[src/rtl/arm_defs.sv]
// Shared definitions for the ARM instruction fetch front end.
package arm_defs;

    localparam int ADDR_W_DEF = 30;
    localparam int DATA_W_DEF = 32;

    typedef enum logic [1:0] {
        ST_FETCH  = 2'd0,
        ST_DRAIN  = 2'd1,
        ST_HALTED = 2'd2
    } fetch_state_t;

endpackage

[src/rtl/fetch_fifo.sv]
// Synchronous instruction queue: DEPTH entries of WIDTH bits, with full/empty/count.
module fetch_fifo #(
    parameter int DEPTH = 4,
    parameter int WIDTH = 62,
    localparam int CW = $clog2(DEPTH + 1)
) (
    input  logic             clk,
    input  logic             rst,
    input  logic             flush,
    input  logic             push,
    input  logic [WIDTH-1:0] wdata,
    input  logic             pop,
    output logic [WIDTH-1:0] rdata,
    output logic             full,
    output logic             empty,
    output logic [CW-1:0]    count
);

    localparam int PW = (DEPTH > 1) ? $clog2(DEPTH) : 1;

    logic [WIDTH-1:0] mem [DEPTH];
    logic [PW-1:0]    wr_ptr;
    logic [PW-1:0]    rd_ptr;
    logic             do_push;
    logic             do_pop;

    assign empty   = (count == '0);
    assign full    = (count == CW'(DEPTH));
    assign do_pop  = pop && !empty;
    // A full queue still accepts a write when the head leaves in the same cycle.
    assign do_push = push && (!full || do_pop);
    assign rdata   = mem[rd_ptr];

    always_ff @(posedge clk) begin
        if (rst || flush) begin
            wr_ptr <= '0;
            rd_ptr <= '0;
            count  <= '0;
        end else begin
            if (do_push) wr_ptr <= wr_ptr + PW'(1);
            if (do_pop)  rd_ptr <= rd_ptr + PW'(1);
            count <= count + CW'(do_push) - CW'(do_pop);
        end
    end

    always_ff @(posedge clk) begin
        if (do_push && !(rst || flush)) mem[wr_ptr] <= wdata;
    end

endmodule

[src/rtl/arm_fetch.sv]
// Instruction fetch unit: credit-limited in-order requests, response queue,
// redirect flush with in-flight response dropping, and halt/drain control.
module arm_fetch
    import arm_defs::*;
#(
    parameter int                DEPTH        = 4,
    parameter int                ADDR_W       = ADDR_W_DEF,
    parameter int                DATA_W       = DATA_W_DEF,
    parameter logic [ADDR_W-1:0] RESET_VECTOR = '0
) (
    input  logic              clk,
    input  logic              rst,
    input  logic              halt_req,
    input  logic              redirect_valid,
    input  logic [ADDR_W-1:0] redirect_addr,
    output logic              imem_req_valid,
    output logic [ADDR_W-1:0] imem_req_addr,
    input  logic              imem_req_ready,
    input  logic              imem_resp_valid,
    input  logic [DATA_W-1:0] imem_resp_data,
    output logic              inst_valid,
    output logic [DATA_W-1:0] inst,
    output logic [ADDR_W-1:0] inst_addr,
    input  logic              inst_ready,
    output logic              halted
);

    localparam int          CW      = $clog2(DEPTH + 1);
    localparam int          QW      = ADDR_W + DATA_W;
    localparam logic [CW:0] DEPTH_C = (CW + 1)'(DEPTH);

    fetch_state_t      state;
    fetch_state_t      state_nxt;
    logic [ADDR_W-1:0] pc;
    logic [ADDR_W-1:0] pc_nxt;
    logic [ADDR_W-1:0] rsp_pc;
    logic [ADDR_W-1:0] rsp_pc_nxt;
    logic [CW-1:0]     outstanding;
    logic [CW-1:0]     outstanding_nxt;
    logic [CW-1:0]     drop_cnt;
    logic [CW-1:0]     drop_cnt_nxt;

    logic [CW-1:0]     q_count;
    logic              q_full;
    logic              q_empty;
    logic [QW-1:0]     q_rdata;
    logic              q_push;
    logic              q_pop;

    logic              credit_ok;
    logic              req_hs;
    logic              resp_in;
    logic              resp_keep;

    // Queued plus in-flight entries bound the queue, so accepted responses always fit.
    assign credit_ok      = ({1'b0, q_count} + {1'b0, outstanding}) < DEPTH_C;
    assign imem_req_valid = !rst && (state == ST_FETCH) && credit_ok;
    assign imem_req_addr  = pc;
    assign req_hs         = imem_req_valid && imem_req_ready;

    assign resp_in   = imem_resp_valid && (outstanding != '0);
    assign resp_keep = resp_in && !redirect_valid && (drop_cnt == '0);

    assign inst_valid       = !rst && !q_empty;
    assign {inst_addr, inst} = q_rdata;
    assign halted           = !rst && (state == ST_HALTED);

    assign q_pop  = inst_valid && inst_ready && !redirect_valid;
    assign q_push = resp_keep && (!q_full || q_pop);

    fetch_fifo #(
        .DEPTH (DEPTH),
        .WIDTH (QW)
    ) u_fifo (
        .clk   (clk),
        .rst   (rst),
        .flush (redirect_valid),
        .push  (q_push),
        .wdata ({rsp_pc, imem_resp_data}),
        .pop   (q_pop),
        .rdata (q_rdata),
        .full  (q_full),
        .empty (q_empty),
        .count (q_count)
    );

    always_comb begin
        state_nxt       = state;
        pc_nxt          = pc;
        rsp_pc_nxt      = rsp_pc;
        outstanding_nxt = outstanding + CW'(req_hs) - CW'(resp_in);
        drop_cnt_nxt    = drop_cnt;

        if (req_hs)    pc_nxt     = pc + ADDR_W'(1);
        if (resp_keep) rsp_pc_nxt = rsp_pc + ADDR_W'(1);
        if (resp_in && (drop_cnt != '0)) drop_cnt_nxt = drop_cnt - CW'(1);

        case (state)
            ST_FETCH: begin
                if (halt_req) state_nxt = ST_DRAIN;
            end
            ST_DRAIN: begin
                if (!halt_req)                   state_nxt = ST_FETCH;
                else if (outstanding_nxt == '0)  state_nxt = ST_HALTED;
            end
            ST_HALTED: begin
                if (!halt_req) state_nxt = ST_FETCH;
            end
            default: state_nxt = ST_FETCH;
        endcase

        // Everything still in flight after this cycle, including a request accepted
        // now, belongs to the old stream and must be discarded on return.
        if (redirect_valid) begin
            pc_nxt       = redirect_addr;
            rsp_pc_nxt   = redirect_addr;
            drop_cnt_nxt = outstanding_nxt;
            state_nxt    = halt_req ? ST_DRAIN : ST_FETCH;
        end
    end

    always_ff @(posedge clk) begin
        if (rst) begin
            state       <= ST_FETCH;
            pc          <= RESET_VECTOR;
            rsp_pc      <= RESET_VECTOR;
            outstanding <= '0;
            drop_cnt    <= '0;
        end else begin
            state       <= state_nxt;
            pc          <= pc_nxt;
            rsp_pc      <= rsp_pc_nxt;
            outstanding <= outstanding_nxt;
            drop_cnt    <= drop_cnt_nxt;
        end
    end

endmodule

[config.mk]
export PLATFORM = sky130hd
export DESIGN_NAME = arm_fetch
export DESIGN_NICKNAME = d
export VERILOG_FILES = /design/src/rtl/arm_defs.sv /design/src/rtl/fetch_fifo.sv /design/src/rtl/arm_fetch.sv
export SDC_FILE = /design/constraint.sdc
export NUM_CORES = 1
export LEC_CHECK = 0
export ABC_AREA = 1
export CAP_MARGIN = 20
export CORE_AREA = 2 2 176 178
export DETAILED_ROUTE_END_ITERATION = 12
export DIE_AREA = 0 0 178 180
export DONT_BUFFER_PORTS = 1
export MAX_ROUTING_LAYER = met4
export PLACE_DENSITY = 0.76
export SLEW_MARGIN = 10
export SYNTH_ARGS = -nofsm -noshare
export SYNTH_HDL_FRONTEND = slang
export SYNTH_HIERARCHICAL = 1
export SYNTH_SLANG_ARGS = --single-unit
[constraint.sdc]
create_clock -name clk -period 4.6 [get_ports clk]
set_input_delay 0 -clock clk [delete_from_list [all_inputs] [get_ports clk]]
set_output_delay 0 -clock clk [all_outputs]
set_load 0.02 [all_outputs]
==> impl_metrics.csv <==
group,metric,value,unit
timing,tightest_slew,941,ps
global_route,grt_usage,22.3,%
detailed_routing,drtPass1Iterations,5,
floorplan,row_count,64,
worst_setup_path,required,4750,ps
worst_setup_path,r2r_start,"outstanding[2]",
power_and_ir_drop,p_leak,0.00607,µW
clocking,cts_tree,"built",
detailed_routing,vias_per_cell,5.58,
yosys,synth_nets,1529,
floorplan,dieArea,32000,µm²
placed_design,dp_cells,1783,
floorplan,io_pins,164,
detailed_routing,wl_met1,14200,µm
floorplan,core_area,30200,µm²
worst_setup_path,cp_max_fo,62,
floorplan,die_x,178,µm
yosys,synth_area_leaders,"edfxtp_1 (50%), dfxtp_1 (10%), nand2_1 (5.5%)",
yosys,async_flop_share,0,%
yosys,synth_edf_count,248,
yosys,synth-seq-cells,325,
global_route,grt_pass1_vias,10700,
finish,fin_area,17200,µm²
clocking,clockBufferDepth,3,
timing,relSlewSlack,37.3,%
yosys,yosysWarnings,6,
floorplan,die_y,180,µm
placed_design,io_buffers,0,
worst_setup_path,max_stage_delay,700,ps
timing,finClkSkew,18.2,ps
worst_setup_path,end_kind,"flip-flop",
worst_setup_path,r2r_slack,1200,ps
worst_setup_path,crit_type,"primary input to flip-flop",
worst_setup_path,rr_worst_depth,10,
worst_setup_path,crit_chain,"dlygate4sd3_1 -> buf_16 -> inv_4 -> nand3_2 -> nor2_4 -> inv_1 -> a21oi_1 -> nand2_1 -> inv_1 -> nand2_1 -> nor2_4 -> buf_4",
detailed_routing,drc,0,
placed_design,dp_hpwl,21200,µm
finish,final_common_cell,"edfxtp_1",
outcome,outcome,"completed",
finish,final_layout_size_suffix_gt1_share,13.5,%
min_path,hold_start,"rst",
detailed_routing,highest_layer,"met4",
detailed_routing,finalWirelength,35100,µm
timing,setup_viol,0,
min_path,hold_end,"state[0]",
finish,areaGrowthSynthToFinish,14.9,%
timing,maxClockFrequency,290,MHz
global_route,grt_pass1_wl,55100,µm
global_route,antenna_found_initial,0,
floorplan,initial_core_util,49.5,%
clocking,cts_sinks,325,
min_path,min_path_cells,3,
power_and_ir_drop,powerDensity,390,nW/µm²
clocking,clkSlewWorstSetupHoldPaths,60,ps
global_route,grt_max_degree,125,
timing,rsz0062_at_grt,"false",
finish,fill_cells,2443,
worst_setup_path,r2r-end,"imem_req_addr[8]",
clocking,post_cts_buffers,0,
finish,fin_nets,1598,
detailed_routing,ant_nets,0,
min_path,hold_path_class,"primary input to flip-flop",
detailed_routing,wl_met2,16700,µm
timing,hold_viol,0,
finish,fin_cells,1935,
placed_design,gp_congestion,0.919,
detailed_routing,dr_total_vias,10800,
timing,layout_min_cycle_time,3440,ps
yosys,ys.flop_type,"edfxtp_1",
clocking,insertion_delay,530,ps
worst_setup_path,critPathArrivalTime,3590,ps
yosys,synth_cell_types,44,
clocking,htree_num_levels,2,
clocking,cts_root_buf,"clkbuf_16",
worst_setup_path,critical_path.slowest_cell,"buf_4",
yosys,syn_area_per_cell,10.4,µm²
timing,slew_viol_final,0,
yosys,syn_inst,1445,
yosys,yosysTopAreaCell,"edfxtp_1",
timing,period_share,74.9,%
clocking,numCtsBuffers,35,
detailed_routing,drt_iter0_markers,1019,
yosys,synth.cell_area,15000,µm²
global_route,overflow,0,
finish,final_cell_mix,"edfxtp_1 (248), nand2_1 (218), nor2_1 (158), o21ai_0 (150), inv_1 (120)",
yosys,yosysTopAreaCellShare,49.8,%
worst_setup_path,start_kind,"primary input",
detailed_routing,met3_length,3550,µm
flow_run,max_cap_violations,0,
finish,diodes,0,
finish,fin_util,56.9,%
placed_design,dpl_cell_area,15100,µm²
detailed_routing,wl_per_cell,18.1,µm
yosys,synth-seq-area-share,60.1,%
power_and_ir_drop,ir_worst_vdd,0.000254,V
[state kept, by name (all words and copies together), names as in the netlist, named ones only]
signal,cells
u_fifo/rd_ptr,2
imem_req_addr,30
u_fifo/count,3
state,2
u_fifo/wr_ptr,2
rsp_pc,30
u_fifo/mem,248
outstanding,3
drop_cnt,3
[layer usage]
| metal | global-route usage (%) | vias up |
|---|---|---|
| met3 | 5.63 | 60 |
| met1 | 28.1 | 5146 |
| li1 | - | 5137 |
| met2 | 35.7 | 461 |
| met5 | - | - |
| met4 | 6.13 | 0 |
[worst max path at each step]
stage	slack, ps	end	cells after the start	startpoint
after detailed placement	1280	u_fifo/mem[1][31]	11	u_fifo/count[2]
after global routing	980	u_fifo/mem[2][60]	12	redirect_valid
after global placement	1360	u_fifo/mem[1][37]	11	u_fifo/count[1]
after floorplan	-60	u_fifo/mem[0][0]	10	u_fifo/count[1]
final	1160	u_fifo/mem[2][11]	12	redirect_valid
after CTS	1190	u_fifo/mem[1][40]	12	redirect_valid
[cells in the mapped netlist, types with 5 or more instances]
library cell    n
o21bai_1        5
nand3_1        88
nor2_1        162
o21ai_0       150
clkbuf_1       13
buf_2          24
a21oi_1        64
o22ai_1        12
o21ai_1        16
o22ai_2        50
inv_1         120
a31oi_1        12
xor2_1         11
clkbuf_2        7
ha_1           13
nor2_4          7
buf_6           8
nor2_2         62
dfxtp_1        77
buf_12          7
nor3_1          9
edfxtp_1      248
nand2_1       218
nand4_1        14
xnor2_1         6
[area by class of cell]
cell class,instances,area (µm²),share of cell area (%)
Tap cell,396,495,2.88
Clock buffer,37,883,5.14
Sequential cell,325,8990,52.3
Inverter,126,483,2.81
Multi-Input combinational cell,928,5040,29.3
Timing Repair Buffer,98,1050,6.13
Clock inverter,25,234,1.36
[where the power goes]
part	internal (µW)	switching, µW
registers	3250	138
clock network	1580	1160
logic	219	350
[kinds of logic after synthesis]
group / share of synthesized area (%)
AOI/OAI and AO/OA: 13.5
xor gates and xnor gates: 0.995
adders and majority gates: 1.36
buffers and inverters: 6.41
DFF: 60.1
and+or+nand+nor: 17.7
[critical path: cells and delay by family]
| family | cells | cell delay [ps] |
|---|---|---|
| AO/OA/AOI/OAI | 1 | 360 |
| buffers and inverters | 6 | 2180 |
| AND/OR/NAND/NOR | 5 | 950 |
[timing repair]
action                                 CTS  global route
hold buffers                            88             0
setup endpoints to repair                0             0
gates resized for setup                  0             0
endpoints found under the hold margin  205             0
[stage by stage]
stage | setup WS [ps] | total power, µW | hold WS (ps) | setup TNS (ps)
after floorplan | -55.7 | 3810 | 98.9 | -13810
after global placement | 1360 | 3890 | 84.3 | 0
after detailed placement | 1280 | 3920 | 83.7 | 0
after CTS | 1190 | 6730 | 66.6 | 0
after global routing | 981 | 6940 | 101 | 0
final | 1160 | 6700 | 78.4 | 0
(Power assumes the default switching activity.)
